$ cat config.mk
export PLATFORM = sky130hd
export DESIGN_NAME = pipe_reg
export DESIGN_NICKNAME = d
export VERILOG_FILES = /design/src/rtl/pipe_reg.sv
export SDC_FILE = /design/constraint.sdc
export NUM_CORES = 1
export LEC_CHECK = 0
export ABC_AREA = 1
export CORE_MARGIN = 3
export CORE_UTILIZATION = 52
export DETAILED_ROUTE_END_ITERATION = 7
export GPL_ROUTABILITY_DRIVEN = 0
export PLACE_DENSITY_LB_ADDON = 0.15
export SLEW_MARGIN = 20
export SYNTH_ARGS = -nofsm -noshare
export SYNTH_HDL_FRONTEND = slang
export SYNTH_SLANG_ARGS = --single-unit
$ cat constraint.sdc
create_clock -name clk -period 3.1 [get_ports clk]
set_input_delay 0.62 -clock clk [delete_from_list [all_inputs] [get_ports clk]]
set_output_delay 0.62 -clock clk [all_outputs]
set_load 0.05 [all_outputs]
$ cat src/rtl/pipe_reg.sv
// pipe_reg: elastic valid/ready register pipeline with flush; define PIPE_REG_OCC_EN to add the occupancy output
module pipe_reg #(
  parameter int WIDTH = 4,
  parameter int DEPTH = 3
) (
  input  logic             clk,
  input  logic             rst,
  input  logic             flush,
  input  logic             in_valid,
  output logic             in_ready,
  input  logic [WIDTH-1:0] in_data,
  output logic             out_valid,
  input  logic             out_ready,
  output logic [WIDTH-1:0] out_data
`ifdef PIPE_REG_OCC_EN
  ,
  output logic [$clog2(DEPTH+1)-1:0] occupancy
`endif
);
  logic [DEPTH-1:0] r_valid;
  logic [WIDTH-1:0] r_data [DEPTH];
  logic [DEPTH-1:0] w_ready;
  logic [DEPTH-1:0] w_pvalid;
  logic [WIDTH-1:0] w_pdata [DEPTH];
  // ready ripples back from the output: a stage is ready when empty or its successor is ready
  always_comb begin
    logic acc;
    acc = out_ready;
    for (int i = DEPTH - 1; i >= 0; i--) begin
      acc = ~r_valid[i] | acc;
      w_ready[i] = acc;
    end
    w_pvalid[0] = in_valid;
    w_pdata[0] = in_data;
    for (int i = 1; i < DEPTH; i++) begin
      w_pvalid[i] = r_valid[i-1];
      w_pdata[i] = r_data[i-1];
    end
  end
  // reset wipes everything, flush drops only valid bits, otherwise ready stages advance
  always_ff @(posedge clk)
    if (rst) begin
      r_valid <= '0;
      for (int i = 0; i < DEPTH; i++) r_data[i] <= '0;
    end else if (flush) r_valid <= '0;
    else
      for (int i = 0; i < DEPTH; i++)
        if (w_ready[i]) begin
          r_valid[i] <= w_pvalid[i];
          if (w_pvalid[i]) r_data[i] <= w_pdata[i];
        end
  assign in_ready = w_ready[0] & ~flush & ~rst;
  assign out_valid = r_valid[DEPTH-1] & ~flush & ~rst;
  assign out_data = r_data[DEPTH-1];
`ifdef PIPE_REG_OCC_EN
  localparam int OW = $clog2(DEPTH + 1);
  // popcount of stage valid bits, tracks the valid registers directly
  always_comb begin
    occupancy = '0;
    for (int i = 0; i < DEPTH; i++) occupancy = occupancy + OW'(r_valid[i]);
  end
`endif
endmodule

# Yosys cells after proc, flatten, opt, wreduce, memory -nomap -nowiden
# Memory sizes are Yosys's and may differ from the RTL's.
# Index checks and enable logic that the tools add are counted.
# word_totals
n_memories,1
output_inout_bits,6
ram_bits,12
elab_cells,40
input_bits,9
regBits,3
# op_classes
muxes,20
reduce_logical,1
bitwise_logic,15
# mem_list
memory,words,word_bits,rd,rd_clocked_by_memory_dff,wr,line,rtl
r_data,3,4,3,0,3,21,logic [WIDTH-1:0] r_data [DEPTH];
# ops
cell,count
$mux W1,17
$mux W4,3
$or A1 B1 Y1,6
$not A1 Y1,5
$and A1 B1 Y1,4
$reduce_or A2 Y1,1

# Depth between registers and ports, before layout
# Gate-level depths: netlist (run 1).
# depth
depth_word,9
depth_mapped,7
depth_no_buf,6

# Worst setup path before layout (run 1)
# OpenSTA, ideal clock, no wires.
# synth_path
path_type,input -> output
startpoint,input flush
endpoint,output out_valid
t_arrival_ns,1.483
n_path_buf,0
required_ns,2.480
path_slack_ns,0.997
stages,3
path_cell_list,nor2_4 -> inv_1 -> nor2_1
# synth_via
elab_chain_len,3
# synth_rtl
item,line,rtl
"start, declared",8,"input logic flush,"
$not A1 Y1,53,assign out_valid = r_valid[DEPTH-1] & ~flush & ~rst;
$and A1 B1 Y1 (2 in series),53,
"end, declared",12,"output logic out_valid,"
# Every way passes these cells.

# Worst setup path in the final report (run 1)
# Same ends and word-level chain as after synthesis.

==> impl_metrics.ini, run 1 <==
[setup_path]
reg2reg_depth = 5
critical_path_class = input port to primary output
ff2ff_setup_slack_ns = 1.51
r2r_start = r_valid[2]
startpoint = flush
start_kind = input port
crit_arrival_ns = 1.65
worstPathRequired_ns = 2.48
worstPathMaxFanout = 6
cp-end-kind = primary output
reg2reg_to = r_data[0][11]

[cts]
clk_pin_slew_worst_paths_ns = 0.09
post-cts-setup-buffers = 0
cts_max_path_buffers = 2
ctsHoldBuffers = 0
cts_tree = done
worstSkewPairLatency_ns = 0.27
cts_resized = 0
cts_htree_levels = 1
root_buffer = clkbuf_4
numCtsBuffers = 3
clock_sinks = 15

[sta]
rsz0062_at_grt = no
finalCriticalPeriod_ns = 2.27
tightest_slew_ns = 0.704
postLayoutSetupSlackWorst_ns = 0.833
setup_violations = 0
fin_tns_setup_ns = 0
finClkSkew_ns = 0.00311
max_freq_ghz = 0.441
timing.slew.headroom_pct = 52.9
finalHoldViolCount = 0
slew_violations = 0
period_share_pct = 73.1

[synthesis]
synth_nets = 81
synthArstFlopShare_pct = 0
synth.largest_area_cell = edfxtp_1
synth_top_cells_by_count = inv_1 (19), edfxtp_1 (12), a21oi_2 (10)
synth_edf_count = 12
synth_flop_cell = edfxtp_1
syn_area_um2 = 743
synth_warnings = 0
synthMostInstantiatedCell = inv_1
synth_top_area_share_pct = 48.5
ys_seq_elements = 15
synth_cell_types = 15
syn_area_per_cell_um2 = 10.3
synth.area.top_cells = edfxtp_1 (48%), a21oi_2 (12%), inv_1 (9.6%), dfxtp_1 (8.1%), buf_4 (5.1%)
synthCells = 72
ys_seq_area_share_pct = 56.6

[layout]
final_area_um2 = 876
final_nets = 94
antenna_cells = 0
multi_input_area_um2 = 203
layout-drive-gt1-share_pct = 26.2
regArea_um2 = 420
fill_cells = 116
area_growth_pct = 17.8

[global_route]
grt_pass1_wl_um = 1730
grt.total_usage_pct = 12.6
grt_antenna_before_repair = 0
grt_max_degree = 13
grt_pass1_vias = 415
grt-ovfl-total = 0

[pwr]
cellLeakagePower_nw = 0.356
powerDensity_nw_per_um2 = 446
peakVddDrop_v = 0.000236

[status]
status = completed

[routing]
wl_um = 1060
wire_per_inst_um = 10.7
first_pass_iters = 4
vias = 490
via_per_inst = 4.95
detail-route-antenna-nets = 0
drc_errors = 0
drtIter0Drc = 12

[min_path]
min_path_cells = 2
min_from = r_valid[0]
hp-class = flop to flop
holdPathEnd = r_valid[1]

[die]
die_y_um = 43.8
row_count = 13
start_util_pct = 56.4
coreArea_um2 = 1320
die_area_um2 = 1920
fp.dieW_um = 43.8
io_pins = 15

[job]
maxCapViolCount = 0

[placement]
place_area_um2 = 848
place_hpwl_um = 846
port_buffers = 14
place_ws_ns = 0.799
cells in the final DEF, fill, tap and decap left out, drive strengths merged:
master,n
dfxtp,3
clkinv,1
o21ai,3
buf,2
inv,19
edfxtp,12
clkdlybuf4s50,12
nor2,6
clkbuf,3
nand3,1
nand4,1
a21oi,14
nand2,7
cell type report:
cell class	instances	share of cell area, %
timing repair buffer	14	15.4
clock inverter	1	0.571
inverter	19	8.14
tap	15	2.14
sequential	15	48.0
multi-input combinational	32	23.1
clock buffer	3	2.57
where the power goes:
part           internal, mW  switching, mW  leakage [nW]
registers             0.228        0.00273         0.150
logic                0.0201         0.0314         0.189
clock network        0.0478         0.0604        0.0177
total                 0.296         0.0946         0.356
per-layer routing:
layer / track usage (%) / up-vias / share of wire (%)
met5: 0 / - / 0
met4: 7.23 / 0 / 1.1
met3: 3.73 / 2 / 7.4
met2: 21.2 / 17 / 50
met1: 14.1 / 218 / 41
li1: - / 253 / -
through the flow:
| step | power, mW | hold slack [ns] | std cells | utilization (%) |
|---|---|---|---|---|
| 3_5_place_dp | 0.287 | 0.493 | 95 | 64.4 |
| 3_3_place_gp | 0.285 | 0.490 | 95 | 64.4 |
| 4_1_cts | 0.394 | 0.504 | 99 | 66.5 |
| 6_report | 0.390 | 0.510 | 99 | 66.5 |
| 2_1_floorplan | 0.270 | 0.467 | 72 | - |
| 5_1_grt | 0.408 | 0.534 | 99 | 66.5 |
worst max path at each step:
stage                         end  slack [ns]
detailed placement  r_data[0][11]        0.80
floorplan               out_valid         1.0
finish                  out_valid        0.83
CTS                     out_valid        0.83
global route            out_valid        0.74
global placement    r_data[0][11]        0.83
cells by family after synthesis:
group / Yosys count / synth area share (%)
AND/OR/NAND/NOR: 15 / 10.8
flip-flops: 15 / 56.6
AO/OA/AOI/OAI: 17 / 16.5
buffers and inverters: 25 / 16.2
registers in the layout, indices dropped and copies added, names as in the netlist:
name     count
r_data      12
r_valid      3
worst max-delay path, stage by stage:
cell and delay (ns):
clkdlybuf4s50_1 0.45, nor2_4 0.19, inv_1 0.09, nor2_1 0.09, buf_4 0.20
(Power assumes the default switching activity.)
==> run 2: changes to the inputs <==
--- a/config.mk
+++ b/config.mk
@@ -7,7 +7,7 @@
 export LEC_CHECK = 0
 export ABC_AREA = 1
 export CORE_MARGIN = 3
-export CORE_UTILIZATION = 52
+export CORE_UTILIZATION = 44
 export DETAILED_ROUTE_END_ITERATION = 7
 export GPL_ROUTABILITY_DRIVEN = 0
 export PLACE_DENSITY_LB_ADDON = 0.15
==> constraint.sdc (replaced) <==
create_clock -name clk -period 1.94 [get_ports clk]
set_input_delay 0.388 -clock clk [delete_from_list [all_inputs] [get_ports clk]]
set_output_delay 0.388 -clock clk [all_outputs]
set_load 0.05 [all_outputs]
==> run 2 against run 1 <==
- cell area up 10%
- critical endpoint unchanged
- clock skew about the same
- die area increased by 16%
- highest routed layer unchanged
- largest cell class unchanged
==> impl_metrics.ini, run 2 (same netlist as run 1, synthesis figures left out) <==
[global_route]
grt_pass1_wl_um = 1670
grt_max_degree = 13
grt.total_usage_pct = 11.3
grt_antenna_before_repair = 0
grt-ovfl-total = 0
grt_pass1_vias = 400

[die]
row_count = 14
io_pins = 15
die_area_um2 = 2220
die_y_um = 47.1
coreArea_um2 = 1540
fp.dieW_um = 47.1
start_util_pct = 48.2

[sta]
period_share_pct = 92.9
finalHoldViolCount = 0
slew_violations = 0
max_freq_ghz = 0.555
tightest_slew_ns = 0.489
rsz0062_at_grt = no
fin_hold_ws_ns = 0.502
fin_tns_setup_ns = 0
timing.slew.headroom_pct = 67.3
setup_violations = 0
finalCriticalPeriod_ns = 1.80
finClkSkew_ns = 0.00335

[status]
status = completed

[routing]
first_pass_iters = 3
wire_per_inst_um = 10.4
vias = 490
drc_errors = 0
wl_um = 1090
via_per_inst = 4.67
detail-route-antenna-nets = 0
drtIter0Drc = 15

[layout]
antenna_cells = 0
regMostFlops = r_data
final_nets = 99
layout-drive-gt1-share_pct = 30.3
area_growth_pct = 30.0
reg_top3 = r_data x12, r_valid x3
layout_common_cells = inv_1 (19), clkdlybuf4s50_1 (12), edfxtp_1 (12)
largest_reg_flops = 12
final_common_cell = inv_1

[pwr]
peakVddDrop_v = 0.000331
cellLeakagePower_nw = 0.394
powerDensity_nw_per_um2 = 664

[setup_path]
cp-end-kind = primary output
worstPathRequired_ns = 1.55
critPathMaxStageDelay_ns = 0.45
critical_path_class = input port to primary output
worstPathMaxFanout = 6
start_kind = input port
ff2ff_setup_slack_ns = 0.68
worst_path_max_delay_cell = clkdlybuf4s50_1
path_cells = clkdlybuf4s50_1 > nor2_4 > inv_1 > nor2_2 > buf_12
crit_arrival_ns = 1.41

[cts]
worstSkewPairLatency_ns = 0.28
cts_htree_levels = 1
ctsHoldBuffers = 0
clock_sinks = 15
root_buffer = clkbuf_4
cts_tree = done
numCtsBuffers = 3
cts_max_path_buffers = 2
clk_pin_slew_worst_paths_ns = 0.09

[job]
maxCapViolCount = 0

[placement]
port_buffers = 14
place_hpwl_um = 798

[min_path]
hp-class = flop to flop
[run 2: cell count changes in the layout (fill, tap and decap cells not counted), sizes merged]
cell,delta
clkbuf,+1
buf,+5
clkinv,-1
[run 2: per-stage QoR]
stage                     setup WS (ns)  instance area (um2)  instances  util [%]  power, mW
after global routing             0.0776                  966        105      62.7      0.663
final                             0.138                  966        105      62.7      0.641
after detailed placement         0.0839                  937        101      60.8      0.472
after CTS                        0.0817                  963        105      62.5      0.647
after global placement            0.116                  937        101      60.8      0.470
after floorplan                   0.301                  743         72         -      0.432
[run 2: final timing paths]
| kind | startpoint | end | cells past startpoint |
|---|---|---|---|
| max reg2reg | r_valid[2] | r_data[0][3] | 6 |
| max | flush | out_valid | 5 |
| min reg2reg | r_valid[0] | r_valid[1] | 2 |
| min | r_valid[0] | r_valid[1] | 2 |
[run 2: power by group]
| part | internal, mW | leakage [nW] | switching [mW] | total, mW |
|---|---|---|---|---|
| clock network | 0.0799 | 0.0150 | 0.0971 | 0.177 |
| logic | 0.0440 | 0.230 | 0.0522 | 0.0963 |
| registers | 0.364 | 0.150 | 0.00413 | 0.368 |
[run 2: area by class of cell]
| type | instances | area, um2 |
|---|---|---|
| fill | 135 | 576 |
| clock buffer | 4 | 26.3 |
| timing repair buffer | 19 | 223 |
| multi-input combinational | 32 | 205 |
| tap | 16 | 20.0 |
| inverter | 19 | 71.3 |
| sequential | 15 | 420 |
[run 2: routing by layer]
layer  GRT usage [%]  part of all wire [%]
met3            4.60                   5.4
met2            16.3                    47
met1            14.1                    46
met5               0                     0
met4            6.63                   1.3
[run 2: repair_timing]
action / 4_1_cts / 5_1_grt
gates resized for setup: 0 / 1
buffers inserted: 0 / 0
setup endpoints to repair: 0 / 1
[run 2: critical path: cells and delay by family]
kind	cells	cell delay [ns]
buffers and inverters	3	0.70
and+or+nand+nor	2	0.32
==> run 3: changes to the inputs <==
--- a/config.mk
+++ b/config.mk
@@ -8,6 +8,7 @@
 export ABC_AREA = 1
 export CORE_MARGIN = 3
 export CORE_UTILIZATION = 44
+export CTS_CLUSTER_DIAMETER = 200
 export DETAILED_ROUTE_END_ITERATION = 7
 export GPL_ROUTABILITY_DRIVEN = 0
 export PLACE_DENSITY_LB_ADDON = 0.15
==> results of run 3 <==
The final DEF is identical to that of run 2; final timing and power are the same.
